## config.mk

```make
export PLATFORM = sky130hd
export DESIGN_NAME = afe_spi_frame_rx
export DESIGN_NICKNAME = d
export VERILOG_FILES = /design/src/rtl/afe_spi_frame_rx.sv
export SDC_FILE = /design/constraint.sdc
export NUM_CORES = 1
export LEC_CHECK = 0
export CORE_MARGIN = 5
export CORE_UTILIZATION = 40
export CTS_BUF_LIST = sky130_fd_sc_hd__clkbuf_8 sky130_fd_sc_hd__clkbuf_16
export CTS_CLUSTER_SIZE = 8
export DETAILED_ROUTE_END_ITERATION = 7
export GPL_TIMING_DRIVEN = 0
export PLACE_DENSITY = 0.72
export SLEW_MARGIN = 20
export SYNTH_ARGS = -nofsm -noshare
export SYNTH_HDL_FRONTEND = slang
export SYNTH_SLANG_ARGS = --single-unit
```

## constraint.sdc

```tcl
create_clock -name sysClk -period 2.3 [get_ports sysClk]
set_input_delay 0.345 -clock sysClk [delete_from_list [all_inputs] [get_ports sysClk]]
set_output_delay 0.345 -clock sysClk [all_outputs]
set_load 0.05 [all_outputs]
```

## src/rtl/afe_spi_frame_rx.sv

```systemverilog
// Receive-side decoder for the AFE serial control lines: oversamples SPI clk/sdi/le
// in sysClk, shifts SDI on clock rises and hands each LE-latched frame out over valid/ready.
module afe_spi_frame_rx #(
  parameter int DATA_WIDTH  = 24,
  parameter int CNT_WIDTH   = $clog2(DATA_WIDTH+2),
  parameter int SYNC_STAGES = 2
) (
  input  logic                  sysClk,
  input  logic                  sysReset_n,
  input  logic                  spiClk,
  input  logic                  spiSdi,
  input  logic                  spiLe,
  output logic [DATA_WIDTH-1:0] rxData,
  output logic [CNT_WIDTH-1:0]  rxBitCount,
  output logic                  rxValid,
  input  logic                  rxReady,
  input  logic                  clearFlags,
  output logic                  overrun,
  output logic                  frameError,
  output logic                  busy
);

  localparam int LN_CLK = 0;
  localparam int LN_SDI = 1;
  localparam int LN_LE  = 2;
  localparam logic [CNT_WIDTH-1:0] MAX_CNT  = CNT_WIDTH'(DATA_WIDTH + 1);
  localparam logic [CNT_WIDTH-1:0] FULL_CNT = CNT_WIDTH'(DATA_WIDTH);

  typedef enum logic {ST_ARM, ST_SHIFT} state_t;

  logic [2:0] sync_q [SYNC_STAGES];
  logic [2:0] dly_q;
  logic       clk_rise_q, le_rise_q;
  logic       sdi, le_hi;

  state_t                  state_q, state_d;
  logic [DATA_WIDTH-1:0]   sr_q, sr_d;
  logic [CNT_WIDTH-1:0]    cnt_q, cnt_d;
  logic [DATA_WIDTH-1:0]   rx_data_q, rx_data_d;
  logic [CNT_WIDTH-1:0]    rx_cnt_q, rx_cnt_d;
  logic                    rx_valid_q, rx_valid_d;
  logic                    overrun_q, overrun_d;
  logic                    frame_err_q, frame_err_d;

  // Edge pulses are registered so they line up with dly_q, which then carries
  // the SDI bit and LE level belonging to the same sample.
  always_ff @(posedge sysClk) begin
    if (!sysReset_n) begin
      for (int i = 0; i < SYNC_STAGES; i++) sync_q[i] <= '0;
      dly_q      <= '0;
      clk_rise_q <= 1'b0;
      le_rise_q  <= 1'b0;
    end else begin
      sync_q[0] <= {spiLe, spiSdi, spiClk};
      for (int i = 1; i < SYNC_STAGES; i++) sync_q[i] <= sync_q[i-1];
      dly_q      <= sync_q[SYNC_STAGES-1];
      clk_rise_q <= sync_q[SYNC_STAGES-1][LN_CLK] & ~dly_q[LN_CLK];
      le_rise_q  <= sync_q[SYNC_STAGES-1][LN_LE] & ~dly_q[LN_LE];
    end
  end

  assign sdi   = dly_q[LN_SDI];
  assign le_hi = dly_q[LN_LE];

  always_ff @(posedge sysClk) begin
    if (!sysReset_n) begin
      state_q     <= ST_ARM;
      sr_q        <= '0;
      cnt_q       <= '0;
      rx_data_q   <= '0;
      rx_cnt_q    <= '0;
      rx_valid_q  <= 1'b0;
      overrun_q   <= 1'b0;
      frame_err_q <= 1'b0;
    end else begin
      state_q     <= state_d;
      sr_q        <= sr_d;
      cnt_q       <= cnt_d;
      rx_data_q   <= rx_data_d;
      rx_cnt_q    <= rx_cnt_d;
      rx_valid_q  <= rx_valid_d;
      overrun_q   <= overrun_d;
      frame_err_q <= frame_err_d;
    end
  end

  always_comb begin
    logic deliver, err_set, ovr_set, accept;
    state_d    = state_q;
    sr_d       = sr_q;
    cnt_d      = cnt_q;
    rx_data_d  = rx_data_q;
    rx_cnt_d   = rx_cnt_q;
    rx_valid_d = rx_valid_q;
    deliver    = 1'b0;
    err_set    = 1'b0;
    ovr_set    = 1'b0;
    accept     = rx_valid_q & rxReady;

    case (state_q)
      ST_ARM: begin
        // The frame in flight at reset is unknown, so only its closing LE is used.
        if (le_rise_q) state_d = ST_SHIFT;
      end
      ST_SHIFT: begin
        if (le_rise_q) begin
          if (cnt_q == '0 || cnt_q > FULL_CNT) err_set = 1'b1;
          else                                 deliver = 1'b1;
          sr_d  = '0;
          cnt_d = '0;
        end else if (clk_rise_q && !le_hi) begin
          sr_d = {sr_q[DATA_WIDTH-2:0], sdi};
          if (cnt_q != MAX_CNT) cnt_d = cnt_q + 1'b1;
        end
      end
    endcase

    if (deliver && (!rx_valid_q || accept)) begin
      rx_data_d  = sr_q;
      rx_cnt_d   = cnt_q;
      rx_valid_d = 1'b1;
    end else begin
      if (deliver) ovr_set = 1'b1;
      if (accept)  rx_valid_d = 1'b0;
    end

    overrun_d   = ovr_set | (overrun_q & ~clearFlags);
    frame_err_d = err_set | (frame_err_q & ~clearFlags);
  end

  assign rxData     = rx_data_q;
  assign rxBitCount = rx_cnt_q;
  assign rxValid    = rx_valid_q;
  assign overrun    = overrun_q;
  assign frameError = frame_err_q;
  assign busy       = (state_q == ST_SHIFT) && (cnt_q != '0);

endmodule

```

==> impl_metrics.csv, run 1 <==
group,metric,value,unit
synthesis,synth_area_per_cell,9.70,sq um
setup_path,crit_chain,"inv_1 -> ha_1 -> nor4b_4 -> nor2b_1 -> clkdlybuf4s15_2",
setup_path,crit_path_max_fanout,7,
clock_tree,tritoncts_clock_tree,"done",
synthesis,syn_inst_count,290,
final_layout,final_core_util,52.8,%
grt,grt_pass1_vias,2118,
setup_path,worstSetupStartpointType,"register",
clock_tree,cts.path.max_buffers,2,
sta,timing.clock.skew,0.00909,ns
setup_path,worst_ep_required,1.96,ns
worst_hold_path,min-delay-path-class,"register to register",
drt,finalWirelength,5.74,mm
clock_tree,clk_pin_slew,0.08,ns
job,max-cap-violations,0,
setup_path,critical_path.endpoint_type,"output port",
final_layout,fin_cells,441,
sta,finalHoldViolCount,0,
sta,setup_total_negative_slack,0,ns
synthesis,synth_seq_cells,73,
pwr,irDropWorstVdd,546,uV
floorplan,die_h,93.9,microns
setup_path,critPathSlowestCell,"sky130_fd_sc_hd__dfxtp_1",
floorplan,area_enclosed_by_the_die_boundary,8810,sq um
placement,place.gp.congestion,0.850,
synthesis,synthFlopType,"sky130_fd_sc_hd__dfxtp_1",
final_layout,layout-area-overhead-vs-synth,28.3,%
drt,via_count,2162,
synthesis,post_synth_num_cell_types,34,
sta,setup_viol,0,
floorplan,dieWidth,93.9,microns
synthesis,syn-cell-area,2810,sq um
placement,place.port_buffers,39,
clock_tree,cts_setup_buffers,0,
synthesis,synth_nets,300,
placement,dpl.hpwl,3.94,mm
pwr,power_density,747,nW/um^2
floorplan,fp.coreArea,6830,sq um
drt,wire_per_inst,13.0,microns
sta,slew_headroom,66.1,%
final_layout,layout-drive-gt1-share,15.7,%
drt,detail_route.vias_per_cell,4.90,
pwr,leakagePower,1.25,nW
final_layout,num-nets-final,350,
grt,gr-usage-all-layers,14.3,%
sta,setup_ws,0.145,ns
setup_path,critPathTopFamily,"simple AND/OR/NAND/NOR gates",
clock_tree,cts_max_level,3,
placement,dpl-instance-area,3320,sq um
drt,detail_route.iter0.violations,136,
grt,grt_max_degree,13,
setup_path,cpPeakStageDelay,0.38,ns
synthesis,synth-edff-count,0,
synthesis,synth-seq-area-share,52.0,%
sta,hold-worst-slack,0.398,ns
drt,drt_drc_violations_left,0,
placement,preCtsSetupSlack,0.0156,ns
pwr,total_power,2.70,mW
clock_tree,clkSinkCount,73,
synthesis,asyncSetResetFlopFracSynth,0,%
sta,max_freq,0.464,GHz
sta,setup_repair_after_global_routing_missed_its_margin,"no",
sta,maxSlewViolCount,0,
drt,drt_pass1_iterations,4,
grt,number_of_antenna_violations_at_the_first_check_in_global_routing,0,
outcome,status,"complete, no violations",
floorplan,rows,30,
setup_path,crit_type,"register to output port",
setup_path,critPathArrivalTime,1.81,ns
sta,post-route-period-util,93.7,%
drt,detail-route-antenna-nets,0,
final_layout,diodes,0,
sta,tightestPinTransition,0.507,ns
floorplan,floorplan.initialDensity,41.2,%
synthesis,synthesis.yosys.warnings,0,
grt,grt_overflow,0,
floorplan,io_pins,40,
grt,first_pass_grt_wire_length,9.94,mm
clock_tree,cts-root-buf,"sky130_fd_sc_hd__clkbuf_8",
final_layout,post-route-cell-area,3610,sq um
sta,post-route-min-period,2.15,ns
setup_path,crit_buf_inv,2,
placement,dpl.cell_count,425,
clock_tree,clock_buffer_count_from_cts,9,
clock_tree,worstSkewPairLatency,0.35,ns
## state kept, by name, summed over array words and instances (netlist names), 3 cells and up
signal	cells
cnt_q	5
dly_q	3
rxBitCount	5
rxData	24
sr_q	24
sync_q	6
## kinds of logic (layout without fill, tap and decap cells)
group           Yosys count  in the layout  synth area share [%]
simple gates            120            120                  24.5
flops                    73             73                  52.0
compound gates           64             64                  16.2
buf+inv                  27             82                  4.98
fa+ha+maj                 3              3                  1.33
mux                       2              2                 0.712
xor+xnor                  1              1                 0.311
## report_power, final
group	leakage (nW)	total [mW]	switching [mW]	internal (mW)
registers	0.589	1.27	0.00325	1.27
clock network	0.140	1.36	0.475	0.888
logic	0.522	0.0614	0.0358	0.0257
total	1.25	2.70	0.514	2.18
## synth_stat cells (all sizes together) (2+ instances only)
library cell	number	area share (%)
o2111ai	2	0.62
a21oi	2	0.36
nand3b	2	0.53
o21ai	31	6.9
buf	12	2.9
and2	12	2.8
a22oi	24	6.4
nand2	36	4.8
ha	3	1.3
dfxtp	73	52
nand3	31	7.3
nor2	4	0.53
mux2i	2	0.71
or4	2	0.53
inv	4	0.53
nor2b	29	6.5
o21a	2	0.53
clkbuf	11	1.6
## per-layer routing
layer	vias to the layer above	GRT usage, %	routed length (microns)
li1	1100	-	-
met1	1028	17.3	2610
met5	-	0	0
met3	7	3.93	198
met4	0	7.58	91
met2	27	23.1	2840
## cells in the final DEF (no fill, tap or decap), drive strengths merged, types with 4 or more instances in the layout
master	count
and2	12
nand2	36
nand3	31
nor2b	29
clkdlybuf4s50	38
bufinv	4
buf	12
clkbuf	22
inv	4
a22oi	24
nor2	4
o21ai	31
dfxtp	73
## path summary, 6_finish.rpt
kind / from / endpoint / slack, ns / depth (start not counted)
max reg2reg: cnt_q[0] / rxData[14] / 0.24 / 6
max: cnt_q[0] / busy / 0.15 / 5
min: dly_q[0] / clk_rise_q / 0.40 / 1
min reg2reg: dly_q[0] / clk_rise_q / 0.40 / 1
## cell type report
cell class / count / area [sq um]
clock buffer: 11 / 151
clock inverter: 5 / 125
inverter: 4 / 15.0
fill: 642 / 3220
buffer: 23 / 125
tap: 96 / 120
sequential: 73 / 1460
multi-input combinational: 190 / 1220
timing repair buffer: 39 / 392
## worst register-to-register path, delay by kind of cell (launching register included)
| family | cells | cell delay, ns |
|---|---|---|
| AOI/OAI and AO/OA | 2 | 0.57 |
| buffers and inverters | 2 | 0.49 |
| DFF | 1 | 0.45 |
| adders and majority gates | 1 | 0.25 |
| and+or+nand+nor | 1 | 0.17 |
## what timing repair did
action,4_1_cts,5_1_grt
gates resized for setup,4,0
endpoints found under the setup margin,1,0
hold buffers,0,0
(Power assumes the default switching activity.)
==> run 2, diff against run 1 <==
--- a/config.mk
+++ b/config.mk
@@ -6,12 +6,13 @@
 export NUM_CORES = 1
 export LEC_CHECK = 0
 export CORE_MARGIN = 5
-export CORE_UTILIZATION = 40
+export CORE_UTILIZATION = 53
 export CTS_BUF_LIST = sky130_fd_sc_hd__clkbuf_8 sky130_fd_sc_hd__clkbuf_16
 export CTS_CLUSTER_SIZE = 8
 export DETAILED_ROUTE_END_ITERATION = 7
 export GPL_TIMING_DRIVEN = 0
-export PLACE_DENSITY = 0.72
+export PLACE_DENSITY = 0.88
+export SKIP_LAST_GASP = 1
 export SLEW_MARGIN = 20
 export SYNTH_ARGS = -nofsm -noshare
 export SYNTH_HDL_FRONTEND = slang
==> run 2 against run 1 <==
Net effect:
- cell area is 2.5% lower
- clock skew is 0.0019 ns higher
- count of clock-buffer cells in the layout is 2 lower
- power is 11% lower
- wire length is 3.0% lower
- die area is 22% lower
- utilization is 16 points higher
- sequential share of layout area is 1.0 points higher
- worst hold slack worse by 0.0073 ns
- clock power is 21% lower
- global-route usage is 2.7 points higher
- highest routed layer unchanged
==> impl_metrics.csv, run 2 (same netlist as run 1, synthesis figures left out) <==
group,metric,value,unit
clock_tree,cts_max_level,3,
drt,drt_pass1_iterations,4,
final_layout,fillers,417,
drt,detail-route-antenna-nets,0,
final_layout,final_common_cell,"sky130_fd_sc_hd__dfxtp_1",
setup_path,crit_path_max_fanout,10,
setup_path,worstRegToRegCells,7,
drt,finalWirelength,5.56,mm
floorplan,rows,26,
sta,post-route-period-util,92.3,%
clock_tree,cts-root-buf,"sky130_fd_sc_hd__clkbuf_8",
final_layout,layout-drive-gt1-share,15.9,%
sta,finalHoldViolCount,0,
floorplan,floorplan.initialDensity,54.7,%
final_layout,layout-area-overhead-vs-synth,25.2,%
sta,tightestPinTransition,0.504,ns
drt,drt_drc_violations_left,0,
floorplan,io_pins,40,
grt,gr-usage-all-layers,17.0,%
floorplan,area_enclosed_by_the_die_boundary,6860,sq um
setup_path,crit_type,"register to register",
clock_tree,worstSkewPairLatency,0.34,ns
clock_tree,cts.path.max_buffers,2,
drt,wire_per_inst,13.4,microns
sta,timing.clock.skew,0.0110,ns
placement,place.port_buffers,39,
setup_path,worstSetupStartpointType,"register",
placement,place.gp.congestion,0.845,
grt,grt_overflow,0,
sta,slew_headroom,66.3,%
clock_tree,clk_pin_slew,0.08,ns
sta,maxSlewViolCount,0,
clock_tree,clock_buffer_count_from_cts,9,
worst_hold_path,min-delay-path-class,"register to register",
placement,dpl.hpwl,3.91,mm
final_layout,mostFrequentLayoutCells,"73 x sky130_fd_sc_hd__dfxtp_1, 38 x sky130_fd_sc_hd__clkdlybuf4s50_1, 36 x sky130_fd_sc_hd__nand2_1",
floorplan,dieWidth,82.9,microns
floorplan,die_h,82.9,microns
grt,grt_pass1_vias,2135,
sta,post-route-min-period,2.12,ns
outcome,status,"complete, no violations",
final_layout,num-nets-final,351,
floorplan,fp.coreArea,5140,sq um
sta,setup_viol,0,
clock_tree,tritoncts_clock_tree,"done",
final_layout,diodes,0,
drt,detail_route.vias_per_cell,5.21,
sta,setup_repair_after_global_routing_missed_its_margin,"no",
setup_path,critPathArrivalTime,2.35,ns
drt,via_count,2169,
setup_path,critical_path.endpoint_type,"register",
clock_tree,clkSinkCount,73,
grt,grt_max_degree,14,
sta,max_freq,0.471,GHz
final_layout,final_core_util,68.5,%
setup_path,worst_ep_required,2.53,ns
pwr,power_density,686,nW/um^2
sta,hold-worst-slack,0.391,ns
pwr,irDropWorstVdd,455,uV
pwr,total_power,2.41,mW
grt,first_pass_grt_wire_length,9.82,mm
job,max-cap-violations,0,
pwr,leakagePower,1.23,nW
drt,detail_route.iter0.violations,130,
grt,number_of_antenna_violations_at_the_first_check_in_global_routing,0,
worst_hold_path,hold_path_depth,1,
==> run 2: report_power, final <==
group	switching [mW]	internal [mW]
Combinational	0.0357	0.0258
Sequential	0.00331	1.27
Clock	0.469	0.610
Total	0.508	1.91
==> run 2: area by class of cell <==
type / instances / area, sq um / area share (%)
Buffer: 23 / 125 / 3.55
Clock buffer: 9 / 124 / 3.52
Clock inverter: 7 / 95.1 / 2.70
Inverter: 4 / 15.0 / 0.426
Multi-Input combinational cell: 190 / 1220 / 34.6
Sequential cell: 73 / 1460 / 41.5
Tap cell: 70 / 87.6 / 2.49
Timing Repair Buffer: 40 / 393 / 11.2
==> run 2: layer usage <==
| layer | routed length (microns) | vias to the layer above | GRT usage (%) |
|---|---|---|---|
| li1 | - | 1098 | - |
| met1 | 2540 | 1003 | 21.6 |
| met2 | 2640 | 59 | 26.9 |
| met3 | 306 | 9 | 5.35 |
| met4 | 77 | 0 | 6.69 |
| met5 | 0 | - | 0 |
==> run 2: stage by stage <==
stage	worst slack, ns	instance area, sq um	instances	setup TNS (ns)
after floorplan	0.367	2810	290	0
after CTS	0.0852	3520	415	0
after global routing	0.0267	3520	416	0
final	0.178	3520	416	0
after global placement	0.0501	3290	399	0
after detailed placement	-0.0272	3290	399	-0.0272
==> run 2: what timing repair did <==
action,CTS,global route
buffers inserted,0,1
pin swaps,0,0
setup endpoints to repair,1,1
hold buffers,0,0
resized for setup,4,2
==> run 2: worst paths after layout <==
path / start / slack, ns / endpoint
worst min register to register: dly_q[0] / 0.39 / clk_rise_q
worst min-delay path: dly_q[0] / 0.39 / clk_rise_q
worst max-delay path: cnt_q[0] / 0.18 / rxData[14]
worst max register to register: cnt_q[0] / 0.18 / rxData[14]
==> run 2: critical path, stage by stage, from the launching register on <==
cell and delay, ns:
sky130_fd_sc_hd__dfxtp_1 0.46, sky130_fd_sc_hd__inv_1 0.07, sky130_fd_sc_hd__ha_1 0.25, sky130_fd_sc_hd__nor4b_4 0.16, sky130_fd_sc_hd__buf_4 0.15, sky130_fd_sc_hd__a2111oi_4 0.41, sky130_fd_sc_hd__clkbuf_2 0.39, sky130_fd_sc_hd__o21ai_1 0.11
==> run 3, diff against run 2 <==
--- a/config.mk
+++ b/config.mk
@@ -5,7 +5,7 @@
 export SDC_FILE = /design/constraint.sdc
 export NUM_CORES = 1
 export LEC_CHECK = 0
-export CORE_MARGIN = 5
+export CORE_MARGIN = 3
 export CORE_UTILIZATION = 53
 export CTS_BUF_LIST = sky130_fd_sc_hd__clkbuf_8 sky130_fd_sc_hd__clkbuf_16
 export CTS_CLUSTER_SIZE = 8
==> run 3 against run 2 <==
Net effect:
- wire length is 2.2% higher
- critical path type is now register to output port
- non-clock buffer count stayed put
- cell count is 0.72% lower
- largest cell class unchanged
- highest routed layer unchanged
- global-route usage is 3.1 points higher
- maximum frequency is 2.6% lower
==> impl_metrics.csv, run 3 (same netlist as run 1, synthesis figures left out) <==
group,metric,value,unit
outcome,status,"complete, no violations",
pwr,power_density,626,nW/um^2
sta,max_freq,0.459,GHz
grt,grt_overflow,0,
sta,post-route-period-util,94.8,%
grt,grt_max_degree,13,
floorplan,area_enclosed_by_the_die_boundary,6220,sq um
pwr,irDropWorstVdd,443,uV
drt,detail-route-antenna-nets,0,
setup_path,critPathTopFamily,"buffers and inverters",
clock_tree,clk_pin_slew,0.07,ns
clock_tree,clock_buffer_count_from_cts,9,
sta,finalHoldViolCount,0,
drt,finalWirelength,5.68,mm
sta,tightestPinTransition,0.509,ns
job,max-cap-violations,0,
clock_tree,cts.path.max_buffers,2,
setup_path,crit_type,"register to output port",
clock_tree,cts_max_level,3,
setup_path,critPathArrivalTime,1.83,ns
final_layout,layout-drive-gt1-share,15.9,%
grt,grt_pass1_vias,2150,
drt,drt_pass1_iterations,5,
drt,detail_route.iter0.violations,98,
clock_tree,cts-root-buf,"sky130_fd_sc_hd__clkbuf_8",
floorplan,io_pins,40,
clock_tree,number_of_hold_buffers_added_after_cts,0,
sta,post-route-min-period,2.18,ns
sta,setup_total_negative_slack,0,ns
setup_path,cpPeakStageDelay,0.36,ns
floorplan,rows,25,
sta,timing.clock.skew,0.00895,ns
floorplan,dieWidth,78.9,microns
final_layout,layout-area-overhead-vs-synth,23.3,%
drt,detail_route.vias_per_cell,5.33,
placement,place.port_buffers,39,
drt,via_count,2203,
placement,place.gp.congestion,0.842,
floorplan,die_h,78.9,microns
setup_path,critPathSlowestCell,"sky130_fd_sc_hd__dfxtp_1",
sta,setup_viol,0,
final_layout,mostFrequentLayoutCells,"72 x sky130_fd_sc_hd__dfxtp_1, 38 x sky130_fd_sc_hd__clkdlybuf4s50_1, 36 x sky130_fd_sc_hd__nand2_1",
floorplan,fp.coreArea,4910,sq um
drt,drt_drc_violations_left,0,
drt,wire_per_inst,13.8,microns
setup_path,crit_chain,"inv_1 -> ha_1 -> nor4b_4 -> nor2b_1 -> clkdlybuf4s18_2",
setup_path,worstSetupStartpointType,"register",
setup_path,crit_path_max_fanout,5,
grt,gr-usage-all-layers,20.1,%
setup_path,crit_buf_inv,2,
sta,slew_headroom,65.9,%
grt,first_pass_grt_wire_length,9.74,mm
pwr,leakagePower,1.20,nW
final_layout,diodes,0,
clock_tree,clkSinkCount,73,
floorplan,floorplan.initialDensity,57.3,%
setup_path,worst_ep_required,1.96,ns
final_layout,final_core_util,70.6,%
final_layout,fillers,387,
placement,dpl.hpwl,3.75,mm
grt,number_of_antenna_violations_at_the_first_check_in_global_routing,0,
sta,hold-worst-slack,0.405,ns
final_layout,final_common_cell,"sky130_fd_sc_hd__dfxtp_1",
worst_hold_path,min-delay-path-class,"register to register",
setup_path,critical_path.endpoint_type,"output port",
pwr,total_power,2.17,mW
clock_tree,tritoncts_clock_tree,"done",
sta,setup_repair_after_global_routing_missed_its_margin,"no",
sta,maxSlewViolCount,0,
clock_tree,worstSkewPairLatency,0.34,ns
final_layout,num-nets-final,351,
run 3: layout make-up:
type	count	area, sq um	share of cell area (%)
Inverter	4	15.0	0.433
Buffer	23	125	3.61
Timing Repair Buffer	40	398	11.5
Multi-Input combinational cell	190	1220	35.2
Clock inverter	7	38.8	1.12
Clock buffer	9	124	3.57
Tap cell	67	83.8	2.42
Sequential cell	73	1460	42.2
run 3: power breakdown:
part | switching [mW] | internal, mW | total, mW
Combinational | 0.0370 | 0.0259 | 0.0629
Sequential | 0.00371 | 1.27 | 1.27
Clock | 0.454 | 0.379 | 0.833
run 3: final timing paths:
| check | start | to | cells after the start | slack, ns |
|---|---|---|---|---|
| max | cnt_q[1] | busy | 5 | 0.12 |
| min | dly_q[0] | clk_rise_q | 1 | 0.40 |
| min reg2reg | dly_q[0] | clk_rise_q | 1 | 0.40 |
| max reg2reg | cnt_q[1] | rxData[18] | 8 | 0.34 |
run 3: metal layers:
| layer | wire [microns] | global-route usage [%] |
|---|---|---|
| met1 | 2750 | 25.3 |
| met3 | 234 | 4.08 |
| met4 | 148 | 12.2 |
| met2 | 2550 | 31.7 |
| met5 | 0 | 0 |
run 3: repair_timing:
item                       CTS  global route
cloned                       0             0
buffers inserted             0             1
hold endpoints to repair     0             0
setup endpoints to repair    1             1
resized for setup            4             2
pin swaps                    0             0
run 3: per-stage QoR:
| step | instances | setup slack, ns | instance area (sq um) |
|---|---|---|---|
| detailed placement | 396 | 0.0225 | 3290 |
| global route | 413 | 0.0178 | 3470 |
| global placement | 396 | 0.0624 | 3290 |
| finish | 413 | 0.121 | 3470 |
| CTS | 412 | 0.0803 | 3460 |
| floorplan | 290 | 0.367 | 2810 |
run 3: worst reg2reg max path: stages (launching register included):
cell,delay [ns]
sky130_fd_sc_hd__dfxtp_1,0.42
sky130_fd_sc_hd__inv_1,0.09
sky130_fd_sc_hd__ha_1,0.24
sky130_fd_sc_hd__nor4b_4,0.16
sky130_fd_sc_hd__a2111oi_4,0.42
sky130_fd_sc_hd__buf_6,0.22
sky130_fd_sc_hd__buf_6,0.15
sky130_fd_sc_hd__nand3_1,0.08
sky130_fd_sc_hd__o21ai_1,0.10
